==> src/rtl/window_feature_pkg.sv <==
// window_feature_pkg: shared state encoding and width helpers for window_feature_extractor.
package window_feature_pkg;

    typedef enum logic {
        IDLE  = 1'b0,
        ACCUM = 1'b1
    } state_e;

    function automatic int clog2(input int v);
        int r;
        r = 0;
        while ((1 << r) < v) r++;
        return r;
    endfunction

    localparam int DEF_BITWIDTH = 8;
    localparam int DEF_WINDOW   = 8;
    localparam int SUM_W        = DEF_BITWIDTH + clog2(DEF_WINDOW);
    localparam int CNT_W        = clog2(DEF_WINDOW) + 1;

endpackage

==> src/rtl/window_feature_extractor_signed_minmax.sv <==
// signed_minmax: combinational signed min of (a_min, b) and max of (a_max, b).
module signed_minmax #(
    parameter int W = 8
) (
    input  logic signed [W-1:0] a_min,
    input  logic signed [W-1:0] a_max,
    input  logic signed [W-1:0] b,
    output logic signed [W-1:0] min_o,
    output logic signed [W-1:0] max_o
);

    always_comb begin
        min_o = (b < a_min) ? b : a_min;
        max_o = (b > a_max) ? b : a_max;
    end

endmodule

==> src/rtl/window_feature_extractor.sv <==
// window_feature_extractor: per-window signed min/max/floor-mean over non-overlapping windows.
module window_feature_extractor
    import window_feature_pkg::*;
#(
    parameter int BITWIDTH = 8,
    parameter int WINDOW   = 8
) (
    input  logic                       clk,
    input  logic                       rst_n,
    input  logic signed [BITWIDTH-1:0] signal_in,
    input  logic                       in_valid,
    input  logic                       clear,
    output logic signed [BITWIDTH-1:0] min_out,
    output logic signed [BITWIDTH-1:0] max_out,
    output logic signed [BITWIDTH-1:0] mean_out,
    output logic                       out_valid,
    output logic                       busy
);

    localparam int LG  = clog2(WINDOW);
    localparam int S_W = BITWIDTH + LG;
    localparam int C_W = LG + 1;

    state_e                     state_q, state_d;
    logic        [C_W-1:0]      cnt_q, cnt_d, cnt_nx;
    logic signed [BITWIDTH-1:0] run_min_q, run_min_d, run_max_q, run_max_d;
    logic signed [S_W-1:0]      run_sum_q, run_sum_d, sum_nx;
    logic signed [BITWIDTH-1:0] min_q, min_d, max_q, max_d, mean_q, mean_d;
    logic signed [BITWIDTH-1:0] mm_min, mm_max, min_nx, max_nx;
    logic                       out_valid_q, out_valid_d;
    logic                       first;

    signed_minmax #(.W(BITWIDTH)) u_minmax (
        .a_min (run_min_q),
        .a_max (run_max_q),
        .b     (signal_in),
        .min_o (mm_min),
        .max_o (mm_max)
    );

    // A new window starts from the sample itself rather than from stale running values.
    assign first  = (state_q == IDLE);
    assign min_nx = first ? signal_in : mm_min;
    assign max_nx = first ? signal_in : mm_max;
    assign sum_nx = (first ? S_W'(0) : run_sum_q) + {{LG{signal_in[BITWIDTH-1]}}, signal_in};
    assign cnt_nx = first ? C_W'(1) : cnt_q + 1'b1;

    always_comb begin
        state_d     = state_q;
        cnt_d       = cnt_q;
        run_min_d   = run_min_q;
        run_max_d   = run_max_q;
        run_sum_d   = run_sum_q;
        min_d       = min_q;
        max_d       = max_q;
        mean_d      = mean_q;
        out_valid_d = 1'b0;
        if (clear) begin
            state_d = IDLE;
            cnt_d   = '0;
        end else if (in_valid) begin
            run_min_d = min_nx;
            run_max_d = max_nx;
            run_sum_d = sum_nx;
            if (cnt_nx == C_W'(WINDOW)) begin
                state_d     = IDLE;
                cnt_d       = '0;
                min_d       = min_nx;
                max_d       = max_nx;
                mean_d      = BITWIDTH'(sum_nx >>> LG);
                out_valid_d = 1'b1;
            end else begin
                state_d = ACCUM;
                cnt_d   = cnt_nx;
            end
        end
    end

    always_ff @(posedge clk or negedge rst_n) begin
        if (!rst_n) begin
            state_q     <= IDLE;
            cnt_q       <= '0;
            run_min_q   <= '0;
            run_max_q   <= '0;
            run_sum_q   <= '0;
            min_q       <= '0;
            max_q       <= '0;
            mean_q      <= '0;
            out_valid_q <= 1'b0;
        end else begin
            state_q     <= state_d;
            cnt_q       <= cnt_d;
            run_min_q   <= run_min_d;
            run_max_q   <= run_max_d;
            run_sum_q   <= run_sum_d;
            min_q       <= min_d;
            max_q       <= max_d;
            mean_q      <= mean_d;
            out_valid_q <= out_valid_d;
        end
    end

    assign min_out   = min_q;
    assign max_out   = max_q;
    assign mean_out  = mean_q;
    assign out_valid = out_valid_q;
    assign busy      = (state_q == ACCUM);

endmodule
==> config.mk <==
export PLATFORM = sky130hd
export DESIGN_NAME = window_feature_extractor
export DESIGN_NICKNAME = d
export VERILOG_FILES = /design/src/rtl/window_feature_pkg.sv /design/src/rtl/window_feature_extractor_signed_minmax.sv /design/src/rtl/window_feature_extractor.sv
export SDC_FILE = /design/constraint.sdc
export NUM_CORES = 1
export LEC_CHECK = 0
export ABC_AREA = 1
export BUFFER_PORTS_ARGS = -buffer_cell sky130_fd_sc_hd__buf_2
export CORE_MARGIN = 5
export CORE_UTILIZATION = 59
export DETAILED_ROUTE_END_ITERATION = 7
export GPL_TIMING_DRIVEN = 0
export PLACE_DENSITY = 0.87
export SETUP_SLACK_MARGIN = 0.05
export SLEW_MARGIN = 5
export SYNTH_ARGS = -nofsm -noshare
export SYNTH_HDL_FRONTEND = slang
export SYNTH_SLANG_ARGS = --single-unit
==> constraint.sdc <==
create_clock -name clk -period 3 [get_ports clk]
set_input_delay 0.3 -clock clk [delete_from_list [all_inputs] [get_ports clk]]
set_output_delay 0.3 -clock clk [all_outputs]
set_load 0.005 [all_outputs]
* Word-level counts from Yosys, hierarchy flattened
Index checks and enable logic that the tools add are counted.
Word-level totals: RAM bits 0, memories 0, latch bits 0, output and inout bits 26, memory bits (read-only) 0, word-level logic and storage cells 33, register bits 57
Cells by class: shift operators 0, div/mod/pow operators 0, multiply operators 0, muxes and demuxes 15, add/sub/neg operators 2, reductions and logical operators 3, equality and inequality tests 1, bitwise gates (word level) 1, magnitude comparators 2
Operators with widths (number):
- $mux W8 | 4
- $mux W4 | 4
- $add A11 B11 Y11 | 1
- $mux W11 | 1
- $gt A8 B8 Y1 | 1
- $lt A8 B8 Y1 | 1
- $mux W1 | 6
- $add A4 B1 Y4 const B | 1
- $eq A4 B4 Y1 const B | 1
- $reduce_and A3 Y1 | 1
- $reduce_and A2 Y1 | 1
- $reduce_bool A2 Y1 | 1
- $not A1 Y1 | 1

* Depth between registers and ports, before layout
depth in word-level cells 6, gate-level depth with buffers 15, gate-level depth less buffers 15

* By module
Synthesis repeated with hierarchy kept, for this count alone.
Second synthesis, totals: cells, all modules 523, area total of the unflattened synthesis 3662.3 µm²
Modules (own cells, without submodules):
- window_feature_extractor | instances 1, cells an instance 399, area each 2975.4 µm², sequential area each 1426.4 µm²
- signed_minmax | instances 1, cells an instance 124, area each 686.9 µm², sequential area each 0.0 µm²

* Least setup slack after synthesis
No wires, ideal clock.
path type flip-flop to flip-flop, start point register state_q, in the netlist busy, end point register mean_q[5], in the netlist mean_out[5], path slack 0.576 ns, library setup time 0.065 ns, stages on the path, launching flop included 14, data required time 2.935 ns, arrival 2.359 ns, cells stage by stage dfrtp_1 -> buf_2 -> buf_1 -> nand2_1 -> inv_1 -> ha_1 -> inv_1 -> fa_1 -> o21ai_0 -> nand2_1 -> o211ai_1 -> xor2_1 -> nand2_1 -> nand2_1
Between the ends: word-level cells in the longest chain between the ends 3
RTL lines:
- start: declaration | line window_feature_extractor.sv:24 | state_e state_q, state_d;
- start signal: assignment | line window_feature_extractor.sv:91 | state_q <= state_d;
- parallel branches: the longest is 3 deep, another holds $add A11 B11 Y11
- end signal: assignment | line window_feature_extractor.sv:98 | mean_q <= mean_d;
- end: declaration | line window_feature_extractor.sv:28 | logic signed [BITWIDTH-1:0] min_q, min_d, max_q, max_d, mean_q, mean_d;
Parallel ways; which one is timed is not known. A chain may end at the register's enable or synchronous reset.

* Worst setup path after layout
start point register state_q, in the netlist busy, end point register run_sum_q[8]
Between the ends: word-level cells in the longest chain between the ends 2
RTL lines:
- $mux W11 | line window_feature_extractor.sv:45 | assign sum_nx = (first ? S_W'(0) : run_sum_q) + {{LG{signal_in[BITWIDTH-1]}}, signal_in};
- $add A11 B11 Y11 | line window_feature_extractor.sv:45
- end signal: assignment | line window_feature_extractor.sv:95 | run_sum_q <= run_sum_d;
- end: declaration | line window_feature_extractor.sv:27 | logic signed [S_W-1:0] run_sum_q, run_sum_d, sum_nx;
No other way between the ends.

==> key figures <==
Outcome
  – Status: finished clean

Power and ir drop
  – LEAKAGE: 2.33 nW
  – Pwr dens: approximately 580 nW/um^2
  – Peak VDD IR: 0.410 mV
  – Power Total: between 0.002 and 0.0025 W

Global route
  – Met2 GRT Util: 38.4%
  – Grt peak-use layer: met2
  – Largest net degree at the start of global routing: 58
  – Vias in the first global route: 3,138
  – Met3 Track Usage GR: between 5 and 6%
  – Initial antenna violation count: 0
  – M1 GR Usage: about a third
  – Gr usage total: 24.5%
  – Remaining Overflow, GRT: 0
  – First-pass GRT wire length: approximately 14,000 um

CTS
  – Sink Count: 57
  – Longest Clk Path Bufs: 2
  – Clock buffer count from CTS: 9
  – Clk_lat worst skew: approximately 350 ps
  – Clock-pin slew on the worst setup and hold paths: approximately 70 ps
  – Hold_buf cts: 0
  – # Post-CTS Setup Buffers: 0
  – H-tree lvl count: 3
  – CTS Root Cell: clkbuf_8
  – CTS tree: done

Floorplanning
  – Row Count: 27
  – CORE AREA: 5570 um^2
  – IO Count: 38
  – Die Area: around 7500 um^2
  – Initial Util: between 60 and 70%
  – Die width: between 80 and 90 um
  – Die height: 86.4 um

Finish
  – Nets@finish: between 500 and 600
  – Share of layout cells above drive strength 1: 13.6%
  – Storage cell area: approximately 1400 um^2
  – Fillcell total: about 440
  – Commonest non-fill, non-tap cell in the layout: nand2_1
  – Layout area overhead: 14.7%
  – Most frequent cells in the layout: 178 x nand2_1, 57 x dfrtp_1, 54 x inv_1
  – Fin util: a little over two thirds
  – Diodes inserted: 0
  – Multi-input gate area: 1720 um^2

Routing
  – Number of remaining DRC errors: 0
  – Wire per inst: between 10 and 15 um
  – Post-DR vias/cell: approximately 5.6
  – Vias: about 3.2k
  – Starting DRT DRC Count: around 240
  – 1st-pass router iterations: 8
  – DRT antenna net count: 0
  – Routed WL: 8490 um

Synthesis
  – Synth top area share: roughly 41%
  – Synth area leader: dfrtp_1
  – YS warnings: 0
  – Post-synth cell types: 27
  – Ranking of synthesized cells by area: dfrtp_1 41%, nand2_1 19%, ha_1 9.5%
  – Synth Area per Inst: ~7.5 um^2
  – Seq cells post-synth: 57
  – Syn Std Cell Area: 3440 um^2
  – Mapped Nets: slightly below 500
  – Post-synthesis sequential area ratio: ~41%
  – Mapped Cells: 457

Worst setup path
  – Flop2flop setup slack: between 200 and 250 ps
  – Crit path required time: between 3000 and 4000 ps
  – Critical path capture point type: register
  – Worst setup path class: register to register
  – R2r startpoint: busy$_DFFE_PN0P_
  – Cells on worst reg2reg path: 12
  – Critical path fanouts, max: 19
  – Startpoint Class: register
  – Worst r2r dst: run_sum_q[8]$_DFFE_PN0P_
  – Critical Path AT: slightly above 3000 ps

Timing
  – Slew Limit Fails: 0
  – Worst Skew: 12.7 ps
  – Tightest Pin Transition: a little under 700 ps
  – RSZ-0062 raised after global routing: no
  – Slew headroom: between 50% and 60%
  – FMAX: ~0.36 GHz
  – Fin Hold WS: between 9 and 10 ps
  – Final hold violations: 0
  – Setup violations, final: 0
  – Min Tclk post-route: between 2000 and 3000 ps
  – Total negative slack: 0 ps
  – Fin crit share: around nine tenths

Hold path
  – Worst Hold Class: input pin to asynchronous set/reset pin

Place
  – Routability cong.: about 0.96
  – Hpwl dp: a little over 6000 um
  – Port Buffers: 37

Flow run
  – Max-capacitance violation count: 0
-- layout make-up --
cell class                      count  share of cell area, %
Buffer                             11                   1.90
Clock buffer                       11                   3.84
Clock inverter                      5                   1.97
Inverter                           58                   5.58
Multi-Input combinational cell    330                   43.5
Sequential cell                    57                   36.2
Tap cell                           72                   2.28
Timing Repair Buffer               37                   4.76
-- metrics by stage --
stage               std cells  setup slack [ps]  instance area (um^2)
floorplan                 457               576                  3440
global placement          566              52.3                  3710
detailed placement        566             -53.5                  3710
CTS                       581               222                  3940
global route              581               114                  3950
finish                    581               241                  3950
-- synth_stat cells --
master    number
a21oi_1       16
buf_1          2
buf_2          1
buf_6          4
clkbuf_1       5
dfrtp_1       57
fa_1           1
ha_1          26
inv_1         54
inv_2          3
inv_4          1
nand2_1      178
nand2_2        1
nand3_1       53
nand3_2        4
nand4_1       11
nor2_1        11
nor2_8         1
nor3_1         2
o211ai_1       1
o21a_1         1
o21ai_0       10
o21ai_1        1
o21bai_1       2
o22ai_1        3
or2_2          1
xor2_1         7
-- critical path, stage by stage, from the launching register on --
cell and delay [ps]:
dfrtp_1 550, clkbuf_4 360, nand2_1 80, inv_1 70, ha_1 240, inv_1 80
fa_1 390, o21ai_0 310, nand2_1 90, o211ai_1 130, xor2_1 220, nand2_1 80
nand2_1 80
-- worst max path at each step --
stage / from / endpoint / slack [ps] / cells after the start
6_report: busy$_DFFE_PN0P_ / run_sum_q[8]$_DFFE_PN0P_ / 240 / 12
5_1_grt: busy$_DFFE_PN0P_ / run_sum_q[8]$_DFFE_PN0P_ / 110 / 12
4_1_cts: busy$_DFFE_PN0P_ / run_sum_q[8]$_DFFE_PN0P_ / 220 / 12
3_5_place_dp: busy$_DFFE_PN0P_ / run_sum_q[8]$_DFFE_PN0P_ / -50 / 13
3_3_place_gp: busy$_DFFE_PN0P_ / run_sum_q[8]$_DFFE_PN0P_ / 50 / 13
2_1_floorplan: busy$_DFFE_PN0P_ / mean_out[5]$_DFFE_PN0P_ / 580 / 13
-- kinds of logic after synthesis --
kind of cell | Yosys count | synth area share, %
AOI/OAI and AO/OA | 34 | 5.35
xor gates and xnor gates | 7 | 1.78
adders and majority gates | 27 | 10.0
buffers and inverters | 70 | 8.62
DFF | 57 | 41.5
and+or+nand+nor | 262 | 32.7
-- layer usage --
metal  wire length [um]  part of all wire (%)
met1               3610                    43
met2               3920                    46
met3                656                   7.7
met4                294                   3.5
met5                  0                     0
-- repair_timing --
action,CTS,global route
pin swaps,0,0
endpoints found under the setup margin,2,1
gates resized for setup,0,1
hold endpoints to repair,0,0
-- where the power goes --
group	total [W]	switching [W]	internal, W
Combinational	0.000537	0.000353	0.000184
Clock	0.000830	0.000320	0.000510
Sequential	0.000911	0.0000538	0.000857
Total	0.00228	0.000728	0.00155
-- sequential cells by signal, summed over array words and instances, names as in the netlist --
name       cells
run_sum_q     11
max_out        8
mean_out       8
min_out        8
run_max_q      8
run_min_q      8
cnt_q          4
busy           1
out_valid      1
Power figures use the tool's default switching activity.
